## src/rtl/scan_access_arbiter_if.sv

```systemverilog
// rtl/scan_access_arbiter_if.sv - request/response and scan-controller bundle for scan_access_arbiter
interface scan_access_arbiter_if #(
  parameter int NUM_REQ = 4,
  parameter int SEL_W   = 9,
  parameter int IO_W    = 8
);
  logic [NUM_REQ-1:0]       req_valid;
  logic [NUM_REQ*SEL_W-1:0] req_select;
  logic [NUM_REQ*IO_W-1:0]  req_inputs;
  logic [NUM_REQ-1:0]       req_ready;
  logic [NUM_REQ-1:0]       rsp_valid;
  logic [IO_W-1:0]          rsp_outputs;
  logic                     rsp_error;
  logic [SEL_W-1:0]         ctrl_active_select;
  logic [IO_W-1:0]          ctrl_inputs;
  logic [IO_W-1:0]          ctrl_outputs;
  logic                     ctrl_ready;

  modport slave (
    input  req_valid, req_select, req_inputs, ctrl_outputs, ctrl_ready,
    output req_ready, rsp_valid, rsp_outputs, rsp_error, ctrl_active_select, ctrl_inputs
  );

  modport master (
    output req_valid, req_select, req_inputs, ctrl_outputs, ctrl_ready,
    input  req_ready, rsp_valid, rsp_outputs, rsp_error, ctrl_active_select, ctrl_inputs
  );
endinterface

```

## src/rtl/scan_access_arbiter.sv

```systemverilog
// rtl/scan_access_arbiter.sv - round-robin sharing of one scan controller among NUM_REQ requesters
// Optional macro SCAN_ARB_STATS_EN adds saturating stat_done/stat_timeout counters.
module scan_access_arbiter #(
  parameter int NUM_REQ        = 4,
  parameter int SEL_W          = 9,
  parameter int IO_W           = 8,
  parameter int NUM_DESIGNS    = 100,
  parameter int TIMEOUT_CYCLES = 4095
) (
  input  logic               clk,
  input  logic               reset,
  scan_access_arbiter_if.slave bus
`ifdef SCAN_ARB_STATS_EN
  ,
  output logic [15:0]        stat_done,
  output logic [15:0]        stat_timeout
`endif
);
  localparam int PTR_W = (NUM_REQ > 1) ? $clog2(NUM_REQ) : 1;
  localparam int CNT_W = $clog2(TIMEOUT_CYCLES + 1);
  localparam logic [CNT_W-1:0] TIMER_LAST = CNT_W'(TIMEOUT_CYCLES - 1);

  typedef enum logic [1:0] {IDLE, FLUSH, CAPTURE, RESP} state_t;

  state_t             state;
  logic [PTR_W-1:0]   ptr;
  logic [PTR_W-1:0]   owner;
  logic [PTR_W-1:0]   winner;
  logic               any_valid;
  int                 idx;
  logic [SEL_W-1:0]   win_sel;
  logic [IO_W-1:0]    win_inputs;
  logic               win_legal;
  logic [CNT_W-1:0]   timer;
  logic [SEL_W-1:0]   sel_q;
  logic [IO_W-1:0]    inputs_q;
  logic [IO_W-1:0]    outputs_q;
  logic [NUM_REQ-1:0] ready;
  logic [NUM_REQ-1:0] rsp_valid_q;
  logic               rsp_error_q;
  logic               timed_out;

  // Search upward from the requester after the last grant, wrapping around.
  always_comb begin
    winner    = '0;
    any_valid = 1'b0;
    idx       = 0;
    for (int k = 1; k <= NUM_REQ; k++) begin
      idx = int'(ptr) + k;
      if (idx >= NUM_REQ) idx = idx - NUM_REQ;
      if (!any_valid && bus.req_valid[idx]) begin
        any_valid = 1'b1;
        winner    = PTR_W'(idx);
      end
    end
  end

  assign win_sel    = bus.req_select[int'(winner)*SEL_W +: SEL_W];
  assign win_inputs = bus.req_inputs[int'(winner)*IO_W +: IO_W];
  assign win_legal  = int'(win_sel) < NUM_DESIGNS;

  always_comb begin
    ready = '0;
    if (state == IDLE && any_valid) ready = NUM_REQ'(1) << winner;
  end

  assign bus.req_ready          = ready;
  assign bus.rsp_valid          = rsp_valid_q;
  assign bus.rsp_outputs        = outputs_q;
  assign bus.rsp_error          = rsp_error_q;
  assign bus.ctrl_active_select = sel_q;
  assign bus.ctrl_inputs        = inputs_q;

  always_ff @(posedge clk or negedge reset) begin
    if (!reset) begin
      state       <= IDLE;
      ptr         <= PTR_W'(NUM_REQ - 1);
      owner       <= '0;
      timer       <= '0;
      sel_q       <= '0;
      inputs_q    <= '0;
      outputs_q   <= '0;
      rsp_valid_q <= '0;
      rsp_error_q <= 1'b0;
      timed_out   <= 1'b0;
    end else begin
      rsp_valid_q <= '0;
      case (state)
        IDLE: begin
          if (any_valid) begin
            owner <= winner;
            ptr   <= winner;
            if (win_legal) begin
              sel_q    <= win_sel;
              inputs_q <= win_inputs;
              timer    <= '0;
              state    <= FLUSH;
            end else begin
              rsp_error_q <= 1'b1;
              rsp_valid_q <= NUM_REQ'(1) << winner;
              timed_out   <= 1'b0;
              state       <= RESP;
            end
          end
        end
        // The scan cycle in flight may have latched the previous select/inputs.
        FLUSH: begin
          if (bus.ctrl_ready) begin
            timer <= '0;
            state <= CAPTURE;
          end else if (timer == TIMER_LAST) begin
            outputs_q   <= '0;
            rsp_error_q <= 1'b1;
            rsp_valid_q <= NUM_REQ'(1) << owner;
            timed_out   <= 1'b1;
            state       <= RESP;
          end else begin
            timer <= timer + CNT_W'(1);
          end
        end
        CAPTURE: begin
          if (bus.ctrl_ready) begin
            outputs_q   <= bus.ctrl_outputs;
            rsp_error_q <= 1'b0;
            rsp_valid_q <= NUM_REQ'(1) << owner;
            timed_out   <= 1'b0;
            state       <= RESP;
          end else if (timer == TIMER_LAST) begin
            outputs_q   <= '0;
            rsp_error_q <= 1'b1;
            rsp_valid_q <= NUM_REQ'(1) << owner;
            timed_out   <= 1'b1;
            state       <= RESP;
          end else begin
            timer <= timer + CNT_W'(1);
          end
        end
        RESP: state <= IDLE;
        default: state <= IDLE;
      endcase
    end
  end

`ifdef SCAN_ARB_STATS_EN
  always_ff @(posedge clk or negedge reset) begin
    if (!reset) begin
      stat_done    <= '0;
      stat_timeout <= '0;
    end else if (state == RESP) begin
      if (stat_done != 16'hFFFF) stat_done <= stat_done + 16'd1;
      if (timed_out && stat_timeout != 16'hFFFF) stat_timeout <= stat_timeout + 16'd1;
    end
  end
`endif
endmodule

```

## src/flat_wrapper.sv

```systemverilog
// flat-port wrapper written by rule: the top's interface ports become plain ports
module scan_access_arbiter_flat 
#(
  parameter int NUM_REQ        = 4,
  parameter int SEL_W          = 9,
  parameter int IO_W           = 8,
  parameter int NUM_DESIGNS    = 100,
  parameter int TIMEOUT_CYCLES = 4095
)
  (clk, reset, bus_req_valid, bus_req_select, bus_req_inputs, bus_ctrl_outputs, bus_ctrl_ready, bus_req_ready, bus_rsp_valid, bus_rsp_outputs, bus_rsp_error, bus_ctrl_active_select, bus_ctrl_inputs);
  scan_access_arbiter_if #(.NUM_REQ(NUM_REQ), .SEL_W(SEL_W), .IO_W(IO_W)) bus_i ();
  input  logic clk;
  input  logic reset;
  input wire logic [$bits(bus_i.req_valid)-1:0] bus_req_valid;
  input wire logic [$bits(bus_i.req_select)-1:0] bus_req_select;
  input wire logic [$bits(bus_i.req_inputs)-1:0] bus_req_inputs;
  input wire logic [$bits(bus_i.ctrl_outputs)-1:0] bus_ctrl_outputs;
  input wire logic [$bits(bus_i.ctrl_ready)-1:0] bus_ctrl_ready;
  output wire logic [$bits(bus_i.req_ready)-1:0] bus_req_ready;
  output wire logic [$bits(bus_i.rsp_valid)-1:0] bus_rsp_valid;
  output wire logic [$bits(bus_i.rsp_outputs)-1:0] bus_rsp_outputs;
  output wire logic [$bits(bus_i.rsp_error)-1:0] bus_rsp_error;
  output wire logic [$bits(bus_i.ctrl_active_select)-1:0] bus_ctrl_active_select;
  output wire logic [$bits(bus_i.ctrl_inputs)-1:0] bus_ctrl_inputs;
  assign bus_i.req_valid = bus_req_valid;
  assign bus_i.req_select = bus_req_select;
  assign bus_i.req_inputs = bus_req_inputs;
  assign bus_i.ctrl_outputs = bus_ctrl_outputs;
  assign bus_i.ctrl_ready = bus_ctrl_ready;
  assign bus_req_ready = bus_i.req_ready;
  assign bus_rsp_valid = bus_i.rsp_valid;
  assign bus_rsp_outputs = bus_i.rsp_outputs;
  assign bus_rsp_error = bus_i.rsp_error;
  assign bus_ctrl_active_select = bus_i.ctrl_active_select;
  assign bus_ctrl_inputs = bus_i.ctrl_inputs;
  scan_access_arbiter #(.NUM_REQ(NUM_REQ), .SEL_W(SEL_W), .IO_W(IO_W), .NUM_DESIGNS(NUM_DESIGNS), .TIMEOUT_CYCLES(TIMEOUT_CYCLES)) u_core (.clk(clk), .reset(reset), .bus(bus_i));
endmodule
```

## config.mk

```make
export PLATFORM = sky130hd
export DESIGN_NAME = scan_access_arbiter_flat
export DESIGN_NICKNAME = d
export VERILOG_FILES = /design/src/rtl/scan_access_arbiter_if.sv /design/src/rtl/scan_access_arbiter.sv /design/src/flat_wrapper.sv
export SDC_FILE = /design/constraint.sdc
export NUM_CORES = 1
export LEC_CHECK = 0
export ABC_AREA = 1
export CORE_UTILIZATION = 50
export CTS_BUF_LIST = sky130_fd_sc_hd__clkbuf_4 sky130_fd_sc_hd__clkbuf_8
export DETAILED_ROUTE_END_ITERATION = 10
export GPL_ROUTABILITY_DRIVEN = 0
export GPL_TIMING_DRIVEN = 0
export HOLD_SLACK_MARGIN = 0.15
export PLACE_DENSITY = 0.95
export SYNTH_ARGS = -nofsm -noshare
export SYNTH_HDL_FRONTEND = slang
export SYNTH_SLANG_ARGS = --single-unit
```

## constraint.sdc

```tcl
create_clock -name clk -period 7.32 [get_ports clk]
set_clock_uncertainty 0.1 [all_clocks]
set_input_delay 1.464 -clock clk [delete_from_list [all_inputs] [get_ports clk]]
set_output_delay 1.464 -clock clk [all_outputs]
set_load 0.005 [all_outputs]
```

== After elaboration in Yosys (flattened, before gate mapping) ==
Index checks and enable logic that the tools add are counted.
Word-level totals
  bits in registers: 48
  bits of input ports: 83
  output and inout bits: 34
  word-level logic and storage cells: 109
Cells by class
  add/subtract/negate cells: 9
  multiply operators: 1
  magnitude comparators: 9
  equal/unequal tests: 9
  shift operators: 4
  muxes and demuxes: 53
  reduce and logical (&&, ||, !) cells: 15
Operators by type and width (number)
  32-bit by 4-bit >= comparator with 1-bit output (second input constant): 4
  32-bit by 4-bit < comparator with 1-bit output (second input constant): 4
  32-bit two-way mux: 4
  32-bit by 4-bit subtractor with 32-bit output (second input constant): 4
  12-bit two-way mux: 5
  12-bit case mux with 3 select lines: 1
  36-bit by 32-bit variable part select with 9-bit output: 1
  32-bit by 6-bit variable part select with 8-bit output: 1
  4-bit two-way mux: 6
  8-bit two-way mux: 3
  2-bit two-way mux: 9
  1-bit two-way mux: 17
  8-bit case mux with 2 select lines: 1
  12-bit by 1-bit adder with 12-bit output (second input constant): 1
  12-bit equality test (second input constant): 1
  4-bit case mux with 3 select lines: 1
  9-bit by 7-bit < comparator with 1-bit output (second input constant): 1
  1-bit binary-select mux with 2-bit select: 4
  2-bit case mux with 4 select lines: 1
  4-bit AND reduction: 2
  1-bit by 2-bit << shifter with 4-bit output (first input constant): 2
  2-bit by 2-bit adder with 3-bit output (second input constant): 2
  2-bit by 4-bit multiplier with 6-bit output (second input constant): 1
  2-bit inequality test (second input constant): 3
  other kinds (13): 21

== Logic depth before layout (Yosys ltp) ==
Gate-level depths: netlist of run 1.
  word-level depth: 22
  depth in mapped cells: 23

== Least setup slack after synthesis of run 1 ==
Ideal clock, no wire load.
  path type: input-to-output
  start: input port bus_req_valid[3]
  end: output port bus_req_ready[2]
  data arrival time: 2.380 ns
  data required time: 5.756 ns
  path slack: 3.376 ns
  stages: 10
  path buffers: 1
  cells stage by stage: nand2_1 > nand3_1 > nand2_1 > inv_1 > nor2_4 > nand3_1 > nand2_1 > buf_4 > nand2_1 > nor2_1
Between the ends
  word-level cells in the longest chain between the ends: 15
  elaborated cells on any way between the ends: 29
  classes of those cells: 1 x shift; 21 x mux; 7 x reduce/logical
RTL lines
  from (decl): RTL line flat_wrapper.sv:14  | input wire logic [$bits(bus_i.req_valid)-1:0] bus_req_valid;
  1-bit binary-select mux with 2-bit select: RTL line scan_access_arbiter.sv:51  | if (!any_valid && bus.req_valid[idx]) begin
  1-bit two-way mux (implied by the code) (2 in a row): RTL line scan_access_arbiter.sv:51
  1-bit two-way mux: RTL line scan_access_arbiter.sv:51
  1-bit zero test: RTL line scan_access_arbiter.sv:51
  1-bit logical AND: RTL line scan_access_arbiter.sv:51
  1-bit two-way mux: RTL line scan_access_arbiter.sv:51
  1-bit zero test: RTL line scan_access_arbiter.sv:51
  1-bit logical AND: RTL line scan_access_arbiter.sv:51
  1-bit two-way mux: RTL line scan_access_arbiter.sv:51
  1-bit zero test: RTL line scan_access_arbiter.sv:51
  1-bit logical AND: RTL line scan_access_arbiter.sv:51
  2-bit two-way mux / 1-bit two-way mux (equally long branches): RTL line scan_access_arbiter.sv:51
  1-bit by 2-bit << shifter with 4-bit output / 1-bit logical AND (equally long branches): RTL line scan_access_arbiter.sv:64  | if (state == IDLE && any_valid) ready = NUM_REQ'(1) << winner;
  4-bit two-way mux (*): RTL line scan_access_arbiter.sv:64
  to (decl): RTL line flat_wrapper.sv:19  | output wire logic [$bits(bus_i.req_ready)-1:0] bus_req_ready;
Mark *: on every way between the ends. The rest lies on a longest branch, timed or not. The select of a mux whose other input is x is not followed.

== Worst setup path after layout of run 1 ==
  start: input port bus_req_valid[1]
  end: output port bus_req_ready[2]
The elaborated chain is that of the path after synthesis.

==> impl_metrics.yaml, run 1 <==
detailed_routing:
  drc: 0
  post_drt_via_cell_ratio: 5.274
  wl_microns: 8912
  wl_per_cell_microns: 13.40
  vias: 3507
  firstDrtPassIters: 5
  drt_iter0_drc: 166
  final_antenna_net_count: 0
yosys:
  synthesis.area_sq_um: 3271
  synth-seq-cells: 48
  syn_avg_cell_area_sq_um: 7.064
  syn-num-nets: 553
  synth_cell_types: 34
  synthCells: 463
  yosysSeqAreaShare_pct: 36.80
  synth_warnings: 0
sta:
  period_share_pct: 70.82
  hold_viol_final: 0
  finalCriticalPeriod_ps: 5184
  slew-limit-headroom_pct: 54.86
  tns_ps: 0
  fmax_ghz: 0.1929
  fin_ws_ps: 2136
  tightest_slew_ps: 670.9
  slew_violations: 0
  setup_viol: 0
  rsz0062_at_grt: "no"
global_route:
  antenna_found_initial: 0
  grt_pass1_vias: 3472
  grt-ovfl-total: 0
  grt_pass1_wl_microns: 15030
  grt_start_max_net_pins: 39
  track_usage_pct: 26.59
placed_design:
  io_buffers: 116
  place_ws_ps: 2149
  post-dp-hpwl_microns: 7077
layout:
  drive_above_1_share_pct: 10.88
  area_delta_synth_final_pct: 41.74
  num-nets-final: 677
  antennaDiodeCount: 0
worst_hold_path:
  min_path_cells: 2
  holdPathEnd: "u_core.timer[7]"
  worstHoldPathType: "reg2reg"
  min_from: "u_core.timer[7]"
setup_path:
  end_kind: "primary output"
  critPathSlowestCell: "clkdlybuf4s50_1"
  crit_required_ps: 5760
  critPathMaxFanout: 5
  path_cells: "clkdlybuf4s50_1 > nand2_1 > nand3_1 > nand2_1 > inv_1 > nor2_4 > nand3_2 > nand2_1 > inv_1 > nand2_1 > nor2_1 > clkdlybuf4s50_1"
  cpPeakStageDelay_ps: 530
  r2r_cells: 20
  worstSetupPathType: "in2out"
  start_kind: "primary input"
  reg2reg_setup_slack_ps: 4440
  crit_top_cell: "nand2_1"
  crit_arrival_ps: 3620
  rr_endpoint: "u_core.timer[2]"
  timing.rr.start: "u_core.ptr[0]"
pwr:
  leakage_nw: 2.255
  ir_drop_mv: 0.3494
  powerDensity_nw_per_um2: 445.7
clock_tree:
  cts-root-buf: "clkbuf_8"
  clkTransAtPathRegs_ps: 90
  postCtsHoldBufs: 0
  cts_resized: 0
  cts-htree-levels: 2
  cts_buffers: 5
  postCtsSetupRepairBufs: 0
  cts_tree: "yes"
  clkLatencyLatePin_ps: 310
  ctsLongestPathBuffers: 2
  cts.sinks: 48
status:
  status: "finished, final reports clean"
floorplanning:
  die_h_microns: 82.88
  num_rows: 29
  io_pins: 117
  die-area_sq_um: 6869
  core_area_sq_um: 6350
  start_util_pct: 51.51
  die-width_microns: 82.88
run:
  maxCapViolCount: 0
cells in the final DEF (no fill, tap or decap), types with 4 or more instances in the layout:
| cell type | netlist | final |
|---|---|---|
| xor2_1 | 4 | 4 |
| nor2_1 | 23 | 23 |
| a22oi_1 | 10 | 10 |
| nand3_1 | 39 | 39 |
| clkdlybuf4s50_1 | 0 | 115 |
| ha_1 | 7 | 7 |
| clkbuf_1 | 6 | 6 |
| clkbuf_8 | 0 | 5 |
| nor2_2 | 4 | 4 |
| inv_2 | 5 | 5 |
| dfrtp_1 | 46 | 46 |
| nor3_1 | 4 | 4 |
| nand2_1 | 161 | 161 |
| inv_1 | 48 | 48 |
| nand4_1 | 7 | 7 |
| a21oi_1 | 11 | 11 |
| o21ai_0 | 30 | 30 |
| buf_6 | 6 | 6 |
| o21ai_2 | 5 | 5 |
| nand2_2 | 12 | 12 |
| nand2_4 | 8 | 8 |
synthesized netlist by cell type:
library cell	instances	area (sq um)
a31oi_1	1	6.260
nand3_1	39	195.2
nor2_2	4	25.02
o21ai_0	30	150.1
dfrtp_1	46	1151
nand2_2	12	75.07
clkbuf_1	6	22.52
a21oi_1	11	55.05
inv_6	1	8.760
ha_1	7	87.58
inv_2	5	18.77
nor2_4	3	33.78
or2_2	3	18.77
buf_6	6	67.56
o31ai_1	1	7.510
nand2_4	8	90.09
o21ai_2	5	43.79
nand3_2	3	30.03
nor2_1	23	86.33
o21ai_1	3	15.01
nand2_1	161	604.3
nor3_1	4	20.02
inv_1	48	180.2
buf_4	2	15.01
xnor2_1	1	8.760
dfstp_2	2	52.55
xor2_1	4	35.03
buf_1	1	3.750
nand4_1	7	43.79
o211a_1	1	10.01
a22oi_1	10	75.07
nor4_1	1	6.260
o211ai_1	2	15.01
o22ai_1	2	12.51
cell type report:
type | count | area (sq um)
clock inverter | 3 | 23.77
inverter | 54 | 207.7
fill | 477 | 1714
buffer | 15 | 108.9
multi-input combinational | 346 | 1750
sequential | 48 | 1204
timing repair buffer | 117 | 1176
tap | 77 | 96.34
clock buffer | 5 | 68.82
worst max-delay path by stage:
| stage | startpoint | to | slack (ps) | cells past startpoint |
|---|---|---|---|---|
| after global routing | bus_req_valid[3] | bus_req_ready[2] | 1950 | 10 |
| after floorplan | bus_req_valid[3] | bus_req_ready[2] | 3380 | 10 |
| after CTS | bus_req_valid[1] | bus_req_ready[2] | 2140 | 12 |
| after global placement | bus_req_valid[3] | bus_req_ready[2] | 2190 | 12 |
| after detailed placement | bus_req_valid[1] | bus_req_ready[2] | 2150 | 12 |
| final | bus_req_valid[1] | bus_req_ready[2] | 2140 | 12 |
per-layer routing:
| layer | share of wire, % | GRT usage, % | up-vias |
|---|---|---|---|
| met2 | 52 | 47.54 | 137 |
| met3 | 7.5 | 7.952 | 26 |
| met4 | 2.4 | 9.091 | 0 |
| met5 | 0 | 0 | - |
| met1 | 38 | 30.01 | 1619 |
| li1 | - | - | 1725 |
worst max-delay path: cells and delay by family:
family	cells	cell delay (ps)
buffers and inverters	4	1290
AND/OR/NAND/NOR	8	850
where the power goes:
| part | leakage [nW] | switching (W) | total [W] | internal [W] |
|---|---|---|---|---|
| logic | 1.59 | 0.000906 | 0.00149 | 0.000583 |
| clock network | 0.0404 | 0.0000940 | 0.000162 | 0.0000677 |
| registers | 0.629 | 0.0000569 | 0.000415 | 0.000358 |
registers in the layout, indices dropped and copies added, names as in the netlist:
register and cells:
u_core.ptr 2, u_core.bus.rsp_error 1, u_core.timer 12, u_core.bus.rsp_valid 4, u_core.owner 2, u_core.state 2
u_core.bus.ctrl_active_select 9, u_core.bus.rsp_outputs 8, u_core.bus.ctrl_inputs 8
through the flow:
step	total power (W)	hold slack, ps	cells	utilization, %	cell area [sq um]
after floorplan	0.001442	341.9	463	-	3271
after global placement	0.001833	350.3	656	71.31	4528
after detailed placement	0.001892	359.3	657	71.55	4543
after CTS	0.002058	381.2	665	73.00	4636
after global routing	0.002247	396.1	665	73.00	4636
final	0.002066	377.5	665	73.00	4636
logic make-up (layout without fill, tap and decap cells):
family / Yosys count / in the layout / share of synthesized area [%]
buffers and inverters: 69 / 194 / 9.678
and+or+nand+nor: 268 / 268 / 37.57
AOI/OAI and AO/OA: 66 / 66 / 11.94
xor gates and xnor gates: 5 / 5 / 1.339
adders and majority gates: 7 / 7 / 2.678
DFF: 48 / 48 / 36.80
No activity file was read; power rests on OpenSTA's default activity.
==> inputs of run 2 (changes only) <==
CORE_UTILIZATION = 42   (was 50)
PLACE_DENSITY = 0.9   (was 0.95)
clock period = 4.41 ns   (was 7.32 ns; I/O delays follow)
==> impl_metrics.yaml, run 2 (synthesis results as in run 1) <==
status:
  status: "finished, final reports clean"
sta:
  slew_violations: 0
  tns_ps: 0
  hold_viol_final: 0
  fmax_ghz: 0.2505
  period_share_pct: 90.52
  tightest_slew_ps: 612.2
  rsz0062_at_grt: "no"
  slew-limit-headroom_pct: 58.81
  finalCriticalPeriod_ps: 3992
  setup_viol: 0
floorplanning:
  num_rows: 31
  die-area_sq_um: 8144
  core_area_sq_um: 7408
  start_util_pct: 44.15
  io_pins: 117
  die_h_microns: 90.25
  die-width_microns: 90.25
pwr:
  leakage_nw: 2.293
  clkPwrFrac_pct: 12.0
  combPwrFrac_pct: 68.9
  powerDensity_nw_per_um2: 758.6
  seqPwrFrac_pct: 19.0
  ir_drop_mv: 0.5951
  p_sw_share_pct: 48.53
  switchingPower_w: 0.001741
  intPower_w: 0.001847
setup_path:
  end_kind: "primary output"
  crit_required_ps: 3430
  r2r_cells: 21
  worstSetupPathType: "in2out"
  crit_arrival_ps: 3010
  start_kind: "primary input"
  critPathMaxFanout: 5
layout:
  area_delta_synth_final_pct: 44.61
  final_util_pct: 63.84
  regMostFlops: "u_core.timer"
  mostFrequentLayoutCells: "nand2_1, clkdlybuf4s50_1, inv_1"
  largest_reg_flops: 12
  drive_above_1_share_pct: 10.88
  antennaDiodeCount: 0
  num-nets-final: 677
  mostFrequentLayoutCell: "nand2_1"
clock_tree:
  ctsLongestPathBuffers: 2
  cts_buffers: 5
  clkTransAtPathRegs_ps: 90
  cts_tree: "yes"
  postCtsSetupRepairBufs: 0
  clkLatencyLatePin_ps: 300
  cts.sinks: 48
  cts_resized: 0
  postCtsHoldBufs: 0
  cts-htree-levels: 2
  cts-root-buf: "clkbuf_8"
global_route:
  grt_pass1_vias: 3464
  track_usage_pct: 22.58
  antenna_found_initial: 0
  grt-ovfl-total: 0
  grt_pass1_wl_microns: 15080
  grt_start_max_net_pins: 30
detailed_routing:
  vias: 3482
  wl_microns: 8777
  drt_iter0_drc: 176
  final_antenna_net_count: 0
  post_drt_via_cell_ratio: 5.068
  wl_per_cell_microns: 12.78
  drc: 0
  firstDrtPassIters: 5
placed_design:
  post-dp-hpwl_microns: 6923
  io_buffers: 116
worst_hold_path:
  min_path_cells: 2
  worstHoldPathType: "reg2reg"
run:
  maxCapViolCount: 0
## run 2: cell count changes in the layout (fill, tap and decap cells not counted), sizes merged
cell / before / now
bufinv: 0 / 3
clkinvlp: 2 / 0
clkinv: 1 / 0
## run 2: per-layer routing
| metal | vias to the layer above | GRT usage (%) | wire length (microns) |
|---|---|---|---|
| met2 | 132 | 41.67 | 4570 |
| met5 | - | 0 | 0 |
| met1 | 1612 | 25.07 | 3404 |
| li1 | 1724 | - | - |
| met4 | 0 | 7.661 | 152 |
| met3 | 14 | 5.668 | 650 |
## run 2: cell type report
class                   count  area, sq um
plain buffers              15        108.9
clock buffers               5        68.82
clock inverters             3        90.09
fillers                   599         2679
inverters                  54        207.7
multi-input cells         346         1750
flip-flops and latches     48         1204
well taps                  99        123.9
repair buffers            117         1176
## run 2: power by group through the flow
stage                     combinational (W)  sequential [W]  clock, W
after floorplan                     0.00171        0.000685         0
after global placement              0.00237        0.000680         0
after detailed placement            0.00245        0.000689         0
after CTS                           0.00247        0.000682  0.000434
after global routing                0.00274        0.000699  0.000449
final                               0.00247        0.000683  0.000432
## run 2: critical path, stage by stage
cell and delay [ps]:
clkdlybuf4s50_1 490, nand2_1 90, nand3_1 90, nand2_1 80, inv_1 100, nor2_4 40, nand3_2 120, nand2_1 160
inv_1 150, nand2_1 100, nor2_1 170, clkdlybuf4s50_1 540
## run 2: through the flow
stage / cell area (sq um) / setup slack [ps] / cells / hold WS [ps] / total power, W
2_1_floorplan: 3271 / 1630 / 463 / 341.9 / 0.002393
3_3_place_gp: 4556 / 442.9 / 678 / 353.6 / 0.003050
3_5_place_dp: 4571 / 442.1 / 679 / 351.8 / 0.003138
4_1_cts: 4730 / 426.4 / 687 / 374.6 / 0.003587
5_1_grt: 4730 / 247.4 / 687 / 402.2 / 0.003890
6_report: 4730 / 418.0 / 687 / 370.6 / 0.003588
## run 2: path summary, 6_finish.rpt
kind	start	to	slack (ps)
setup reg to reg	u_core.ptr[0]	u_core.timer[10]	1490
min in group asynchronous	reset	u_core.bus.ctrl_inputs[1]	430
max in group asynchronous	reset	u_core.bus.rsp_outputs[4]	3280
setup / recovery	bus_req_valid[3]	bus_req_ready[2]	420
hold / removal	u_core.bus.ctrl_active_select[7]	u_core.bus.ctrl_active_select[7]	370
hold reg to reg	u_core.bus.ctrl_active_select[7]	u_core.bus.ctrl_active_select[7]	370
